[src/rtl/atmo_light_if.sv]
// ---------------------------------------------------------------------------
// atmo_light_if
// Groups the pixel-stream inputs and the atmospheric-light outputs of
// atmo_light_ctrl.
//   pix_valid    : qualifies sof, eof, picture_data and dark_ch_data
//   sof / eof    : first / last pixel of a frame (meaningful only with pix_valid)
//   picture_data : RGB888, [23:16]=R, [15:8]=G, [7:0]=B
//   dark_ch_data : dark-channel value co-timed with picture_data
//   A            : published atmospheric light, holds between updates
//   a_valid      : one-cycle pulse when A is updated
//   busy         : high while a frame is accumulated or finalised
//   frame_err    : one-cycle pulse on a length mismatch or aborted frame
// Handshake: no back-pressure. Each cycle with pix_valid=1 is one beat and is
// consumed on that clock edge; cycles with pix_valid=0 carry nothing.
// master = pixel source, slave = atmo_light_ctrl.
// ---------------------------------------------------------------------------
interface atmo_light_if;
    logic        pix_valid;
    logic        sof;
    logic        eof;
    logic [23:0] picture_data;
    logic [7:0]  dark_ch_data;
    logic [7:0]  A;
    logic        a_valid;
    logic        busy;
    logic        frame_err;

    modport master (
        output pix_valid, sof, eof, picture_data, dark_ch_data,
        input  A, a_valid, busy, frame_err
    );

    modport slave (
        input  pix_valid, sof, eof, picture_data, dark_ch_data,
        output A, a_valid, busy, frame_err
    );
endinterface

[src/rtl/atmo_light_ctrl.sv]
// ---------------------------------------------------------------------------
// atmo_light_ctrl
// Frame-level atmospheric-light (A) estimator for the dark-channel dehaze
// path. Across one frame it tracks the pixel with the largest dark-channel
// value (first in raster order wins on ties), keeps max(R,G,B) of that pixel,
// and at frame end clamps it to [A_MIN, A_MAX] and publishes it as A if the
// frame held exactly H_PIXEL*V_PIXEL beats.
// Ports:
//   sys_clk    : clock, rising edge
//   sys_rst_n  : synchronous active-low reset
//   bus        : atmo_light_if.slave (pixel stream in, A/status out)
//   dbg_state  : current FSM state (0=IDLE, 1=RUN, 2=FINAL)
// ---------------------------------------------------------------------------
module atmo_light_ctrl #(
    parameter int         H_PIXEL = 640,
    parameter int         V_PIXEL = 480,
    parameter logic [7:0] A_INIT  = 8'd220,
    parameter logic [7:0] A_MIN   = 8'd100,
    parameter logic [7:0] A_MAX   = 8'd235
) (
    input  logic          sys_clk,
    input  logic          sys_rst_n,
    atmo_light_if.slave   bus,
    output logic [1:0]    dbg_state
);

    // One extra bit beyond the frame size so over-long frames stay distinct
    // from a correct count before the counter saturates.
    localparam int              CNT_W     = $clog2(H_PIXEL * V_PIXEL + 1) + 1;
    localparam logic [CNT_W-1:0] FRAME_CNT = CNT_W'(H_PIXEL * V_PIXEL);

    typedef enum logic [1:0] {
        IDLE  = 2'd0,
        RUN   = 2'd1,
        FINAL = 2'd2
    } state_t;

    state_t           state_q, state_d;
    logic [CNT_W-1:0] pix_cnt_q, pix_cnt_d;
    logic [7:0]       best_dark_q, best_dark_d;
    logic [7:0]       best_rgb_q, best_rgb_d;
    logic [7:0]       a_q, a_d;
    logic             a_valid_q, a_valid_d;
    logic             busy_q, busy_d;
    logic             frame_err_q, frame_err_d;

    logic [7:0] pix_r, pix_g, pix_b;
    logic [7:0] rgb_max;

    function automatic logic [7:0] clamp_a(input logic [7:0] v);
        if (v < A_MIN) begin
            return A_MIN;
        end else if (v > A_MAX) begin
            return A_MAX;
        end
        return v;
    endfunction

    always_comb begin
        pix_r   = bus.picture_data[23:16];
        pix_g   = bus.picture_data[15:8];
        pix_b   = bus.picture_data[7:0];
        rgb_max = pix_r;
        if (pix_g > rgb_max) rgb_max = pix_g;
        if (pix_b > rgb_max) rgb_max = pix_b;
    end

    always_comb begin
        state_d     = state_q;
        pix_cnt_d   = pix_cnt_q;
        best_dark_d = best_dark_q;
        best_rgb_d  = best_rgb_q;
        a_d         = a_q;
        a_valid_d   = 1'b0;
        frame_err_d = 1'b0;

        case (state_q)
            IDLE: begin
                if (bus.pix_valid && bus.sof) begin
                    pix_cnt_d   = CNT_W'(1);
                    best_dark_d = bus.dark_ch_data;
                    best_rgb_d  = rgb_max;
                    state_d     = bus.eof ? FINAL : RUN;
                end
            end
            RUN: begin
                if (bus.pix_valid) begin
                    if (bus.sof) begin
                        // Unexpected new frame: flag the abort and restart
                        // with this beat as pixel 1.
                        frame_err_d = 1'b1;
                        pix_cnt_d   = CNT_W'(1);
                        best_dark_d = bus.dark_ch_data;
                        best_rgb_d  = rgb_max;
                    end else begin
                        if (pix_cnt_q != '1) begin
                            pix_cnt_d = pix_cnt_q + 1'b1;
                        end
                        // Strict compare keeps the earliest pixel on ties.
                        if (bus.dark_ch_data > best_dark_q) begin
                            best_dark_d = bus.dark_ch_data;
                            best_rgb_d  = rgb_max;
                        end
                    end
                    if (bus.eof) begin
                        state_d = FINAL;
                    end
                end
            end
            FINAL: begin
                if (pix_cnt_q == FRAME_CNT) begin
                    a_d       = clamp_a(best_rgb_q);
                    a_valid_d = 1'b1;
                end else begin
                    frame_err_d = 1'b1;
                end
                state_d = IDLE;
            end
            default: begin
                state_d = IDLE;
            end
        endcase

        busy_d = (state_d != IDLE);
    end

    always_ff @(posedge sys_clk) begin
        if (!sys_rst_n) begin
            state_q     <= IDLE;
            pix_cnt_q   <= '0;
            best_dark_q <= '0;
            best_rgb_q  <= '0;
            a_q         <= A_INIT;
            a_valid_q   <= 1'b0;
            busy_q      <= 1'b0;
            frame_err_q <= 1'b0;
        end else begin
            state_q     <= state_d;
            pix_cnt_q   <= pix_cnt_d;
            best_dark_q <= best_dark_d;
            best_rgb_q  <= best_rgb_d;
            a_q         <= a_d;
            a_valid_q   <= a_valid_d;
            busy_q      <= busy_d;
            frame_err_q <= frame_err_d;
        end
    end

    assign bus.A         = a_q;
    assign bus.a_valid   = a_valid_q;
    assign bus.busy      = busy_q;
    assign bus.frame_err = frame_err_q;
    assign dbg_state     = state_q;

endmodule

[src/flat_wrapper.sv]
// flat-port wrapper written by rule: the top's interface ports become plain ports
module atmo_light_ctrl_flat 
#(
    parameter int         H_PIXEL = 640,
    parameter int         V_PIXEL = 480,
    parameter logic [7:0] A_INIT  = 8'd220,
    parameter logic [7:0] A_MIN   = 8'd100,
    parameter logic [7:0] A_MAX   = 8'd235
)
  (sys_clk, sys_rst_n, dbg_state, bus_pix_valid, bus_sof, bus_eof, bus_picture_data, bus_dark_ch_data, bus_A, bus_a_valid, bus_busy, bus_frame_err);
  atmo_light_if bus_i ();
  input  logic sys_clk;
  input  logic sys_rst_n;
  output logic [1:0] dbg_state;
  input wire logic [$bits(bus_i.pix_valid)-1:0] bus_pix_valid;
  input wire logic [$bits(bus_i.sof)-1:0] bus_sof;
  input wire logic [$bits(bus_i.eof)-1:0] bus_eof;
  input wire logic [$bits(bus_i.picture_data)-1:0] bus_picture_data;
  input wire logic [$bits(bus_i.dark_ch_data)-1:0] bus_dark_ch_data;
  output wire logic [$bits(bus_i.A)-1:0] bus_A;
  output wire logic [$bits(bus_i.a_valid)-1:0] bus_a_valid;
  output wire logic [$bits(bus_i.busy)-1:0] bus_busy;
  output wire logic [$bits(bus_i.frame_err)-1:0] bus_frame_err;
  assign bus_i.pix_valid = bus_pix_valid;
  assign bus_i.sof = bus_sof;
  assign bus_i.eof = bus_eof;
  assign bus_i.picture_data = bus_picture_data;
  assign bus_i.dark_ch_data = bus_dark_ch_data;
  assign bus_A = bus_i.A;
  assign bus_a_valid = bus_i.a_valid;
  assign bus_busy = bus_i.busy;
  assign bus_frame_err = bus_i.frame_err;
  atmo_light_ctrl #(.H_PIXEL(H_PIXEL), .V_PIXEL(V_PIXEL), .A_INIT(A_INIT), .A_MIN(A_MIN), .A_MAX(A_MAX)) u_core (.sys_clk(sys_clk), .sys_rst_n(sys_rst_n), .bus(bus_i), .dbg_state(dbg_state));
endmodule
[config.mk]
export PLATFORM = sky130hd
export DESIGN_NAME = atmo_light_ctrl_flat
export DESIGN_NICKNAME = d
export VERILOG_FILES = /design/src/rtl/atmo_light_if.sv /design/src/rtl/atmo_light_ctrl.sv /design/src/flat_wrapper.sv
export SDC_FILE = /design/constraint.sdc
export NUM_CORES = 1
export LEC_CHECK = 0
export CAP_MARGIN = 20
export CORE_MARGIN = 2
export CORE_UTILIZATION = 53
export DETAILED_ROUTE_END_ITERATION = 6
export MAX_ROUTING_LAYER = met4
export PLACE_DENSITY = 0.91
export SLEW_MARGIN = 25
export SYNTH_ARGS = -nofsm -noshare
export SYNTH_HDL_FRONTEND = slang
export SYNTH_SLANG_ARGS = --single-unit
[constraint.sdc]
create_clock -name sys_clk -period 4.4 [get_ports sys_clk]
set_input_delay 0.88 -clock sys_clk [delete_from_list [all_inputs] [get_ports sys_clk]]
set_output_delay 0.88 -clock sys_clk [all_outputs]
set_load 0.01 [all_outputs]
==> key figures <==
Outcome
  – Status: finished clean

STA
  – Worst Skew: 0.00224 ns
  – Unrepaired setup endpoints after global routing: no
  – Worst-margin pin slew: 0.726 ns
  – Rel. slew slack: 0.514
  – Hold violation total from the final report: 0
  – Final Setup Violations: 0
  – Setup TNS: 0 ns
  – Max Fclk: 245 MHz
  – Period utilization: 0.928
  – Final Slew Violations: 0
  – Fin crit period: 4.08 ns

Floorplanning
  – Boundary Pins: 50
  – Initial core utilization: 0.540
  – Die area: 0.00612 mm²
  – Die span in y: 78.2 µm
  – Rows: 27
  – Core Box Area: 0.00541 mm²
  – Die width: 78.2 µm

Power
  – Switching Share: 0.270
  – Peak VDD IR: 138 µV
  – Leak pwr: 1.39 nW
  – Combinational fraction of design power: 0.199
  – Int Pwr: 0.674 mW
  – P_sw: 0.249 mW
  – Cell Pwr Density: 259 mW/mm²
  – Clock power frac: 0.294
  – Seq pwr share: 0.508

Synth
  – Seq/Total Area, Yosys: 0.336
  – Most common library cells after synthesis: dfxtp_1 (49), nand2_1 (33), nor2_1 (33)
  – Mapped Cells: 342
  – Total of warnings raised by yosys: 0
  – Yosys reg bits: 49
  – Syn nets: 408
  – Post-synth top flop: dfxtp_1
  – Post-synth EDFFs: 0
  – Top cell type's share of synthesized area: 0.336
  – Leading cell type by number of instances after synthesis: dfxtp_1
  – Largest area contributor in the netlist: dfxtp_1
  – Library cells used by synthesis: 51
  – FFs w/ async S/R, synth: 0
  – Synth Cell Area: 0.00292 mm²
  – Largest cells by area after synthesis: dfxtp_1 (34%), ha_1 (12%), mux2i_1 (6.2%)
  – Avg Synthesized Cell Area: 8.54 µm²

Finish
  – Register Area: 981 µm²
  – Final net count: 458
  – Synthesis-to-layout area growth: 22.2%
  – Multi-input gate area: 0.00179 mm²
  – Fillers: 433
  – Post-Layout Cell Count: 464
  – Layout cell share with drive strength beyond 1: 0.0561
  – Diode count: 0

Clock tree
  – Latest clock arrival within the worst-skew pair: 0.30 ns
  – Clock Path Buffers: 2
  – Root Driver: clkbuf_8
  – H-tree depth: 2
  – CTS resizes: 0
  – CTS tree: done
  – Post-CTS setup buffers: 0
  – CTS Sinks: 49
  – Hold_buf cts: 0
  – Clock Pin Slew Worst Setup and Hold Paths: 0.09 ns
  – CTS buffer count: 5

Critical path
  – CP Cell Sequence: clkdlybuf4s50_1 -> inv_1 -> ha_1 -> nor2b_1 -> o211ai_1 -> a21oi_1 -> o22ai_2 -> buf_4 -> mux2i_1 -> ha_1 -> and4_1 -> a21boi_0 -> o31a_1 -> nand3b_1 -> o221ai_1
  – CP max-delay cell: clkdlybuf4s50_1
  – Worst Path Max Fanout: 8
  – CP bufs+invs: 3
  – Most common cell on crit path: ha_1
  – CP required: 4.61 ns
  – Worst path top cell family by delay: compound AO/OA/AOI/OAI gates
  – CP Data Arrival Time: 4.30 ns
  – Crit start category: input pin
  – Crit. End Element: register
  – Crit path largest cell delay: 0.47 ns
  – CP Class: input pin to register

Global route
  – Vias in the first global route: 2607
  – Pin count of the biggest net entering global routing: 27
  – Global Route Usage Sum: 0.221
  – First-pass GRT wire length: 10.9 mm
  – Overall overflow remaining after global route: 0
  – Initial antenna violation count: 0

Routing
  – Routed Antenna Nets: 0
  – DR pass1 iterations: 4
  – Routed vias/inst: 5.73
  – Wire length per cell: 13.9 µm
  – Routed vias: 2661
  – 1st-iter DRT viols: 140
  – Remaining DRCs: 0
  – Post-Route WL: 6.44 mm

Placed design
  – DP Cell Count: 457
  – DP HPWL: 4.94 mm
  – GPL Wtd Cong: 0.897
  – Port bufs: 49

Worst hold path
  – HP Class: register to register

Flow run
  – Max Cap Viol: 0
## state kept, by name (all words and copies together), names as in the netlist
name	count
u_core.bus.a_valid	1
u_core.pix_cnt_q	20
u_core.best_rgb_q	8
u_core.dbg_state	2
u_core.best_dark_q	8
u_core.bus.busy	1
u_core.bus.frame_err	1
u_core.bus.A	8
## cells in the final DEF, fill, tap and decap left out, types with 2 or more instances in the layout
| master | count |
|---|---|
| mux2i_1 | 18 |
| inv_1 | 25 |
| nor3b_1 | 2 |
| nor2b_1 | 3 |
| o221ai_1 | 9 |
| ha_1 | 29 |
| a211oi_1 | 3 |
| clkdlybuf4s50_1 | 49 |
| or3_1 | 3 |
| a22o_1 | 2 |
| and4_1 | 2 |
| nor3_1 | 5 |
| buf_4 | 5 |
| xnor2_1 | 7 |
| nand4_1 | 18 |
| o21a_1 | 3 |
| o21ai_0 | 13 |
| nor2_1 | 33 |
| clkbuf_8 | 6 |
| dfxtp_1 | 49 |
| nor4_1 | 5 |
| nand3_1 | 10 |
| and3_1 | 3 |
| nand2_1 | 33 |
| o211ai_1 | 2 |
| a31oi_1 | 6 |
| a21oi_1 | 17 |
| and2_1 | 2 |
| xor2_1 | 8 |
| nand2b_1 | 2 |
## worst reg2reg max path, cell delays in order, from the launching register on
cell	delay (ns)
dfxtp_1	0.43
inv_1	0.09
ha_1	0.24
mux2_2	0.27
nand2_2	0.15
a31oi_1	0.19
o21a_1	0.46
nand3b_1	0.38
o221ai_1	0.31
## power by group through the flow
stage	clock network (mW)	logic (mW)	registers, mW
after floorplan	0	0.110	0.476
after global placement	0	0.172	0.478
after detailed placement	0	0.182	0.479
after CTS	0.274	0.183	0.468
after global routing	0.293	0.204	0.471
final	0.271	0.183	0.469
## stage by stage
stage | total power [mW] | util | cell area (µm²) | hold WS (ns) | setup WS [ns]
floorplan | 0.586 | - | 2920 | 0.460 | 0.682
global placement | 0.650 | 0.644 | 3480 | 0.442 | 0.282
detailed placement | 0.661 | 0.644 | 3480 | 0.448 | 0.0785
CTS | 0.926 | 0.660 | 3570 | 0.460 | 0.360
global route | 0.968 | 0.660 | 3570 | 0.478 | 0.140
finish | 0.923 | 0.660 | 3570 | 0.459 | 0.315
## logic make-up after synthesis
group / share of synthesized area
simple gates: 0.232
compound gates: 0.144
mux: 0.0656
flops: 0.336
buf+inv: 0.0523
xor+xnor: 0.0450
fa+ha+maj: 0.124
## worst paths after layout
path | depth (start not counted) | start | slack (ns) | end
worst max-delay path | 15 | bus_picture_data[17] | 0.32 | u_core.best_rgb_q[2]
worst min-delay path | 2 | u_core.bus.A[1] | 0.46 | u_core.bus.A[1]
worst max register to register | 8 | u_core.dbg_state[1] | 1.81 | u_core.best_rgb_q[2]
worst min register to register | 2 | u_core.bus.A[1] | 0.46 | u_core.bus.A[1]
## layer usage
metal | wire (µm) | global-route usage | vias to the layer above
li1 | - | - | 1340
met5 | 0 | - | -
met2 | 3220 | 0.390 | 71
met4 | 126 | 0.0947 | 0
met3 | 309 | 0.0402 | 22
met1 | 2780 | 0.245 | 1228
## cell type report
class	instances	area share
repair buffers	54	0.148
clock buffers	6	0.0231
inverters	25	0.0263
flip-flops and latches	49	0.275
multi-input cells	257	0.500
well taps	72	0.0252
clock inverters	1	0.00210
Power figures use the tool's default switching activity.
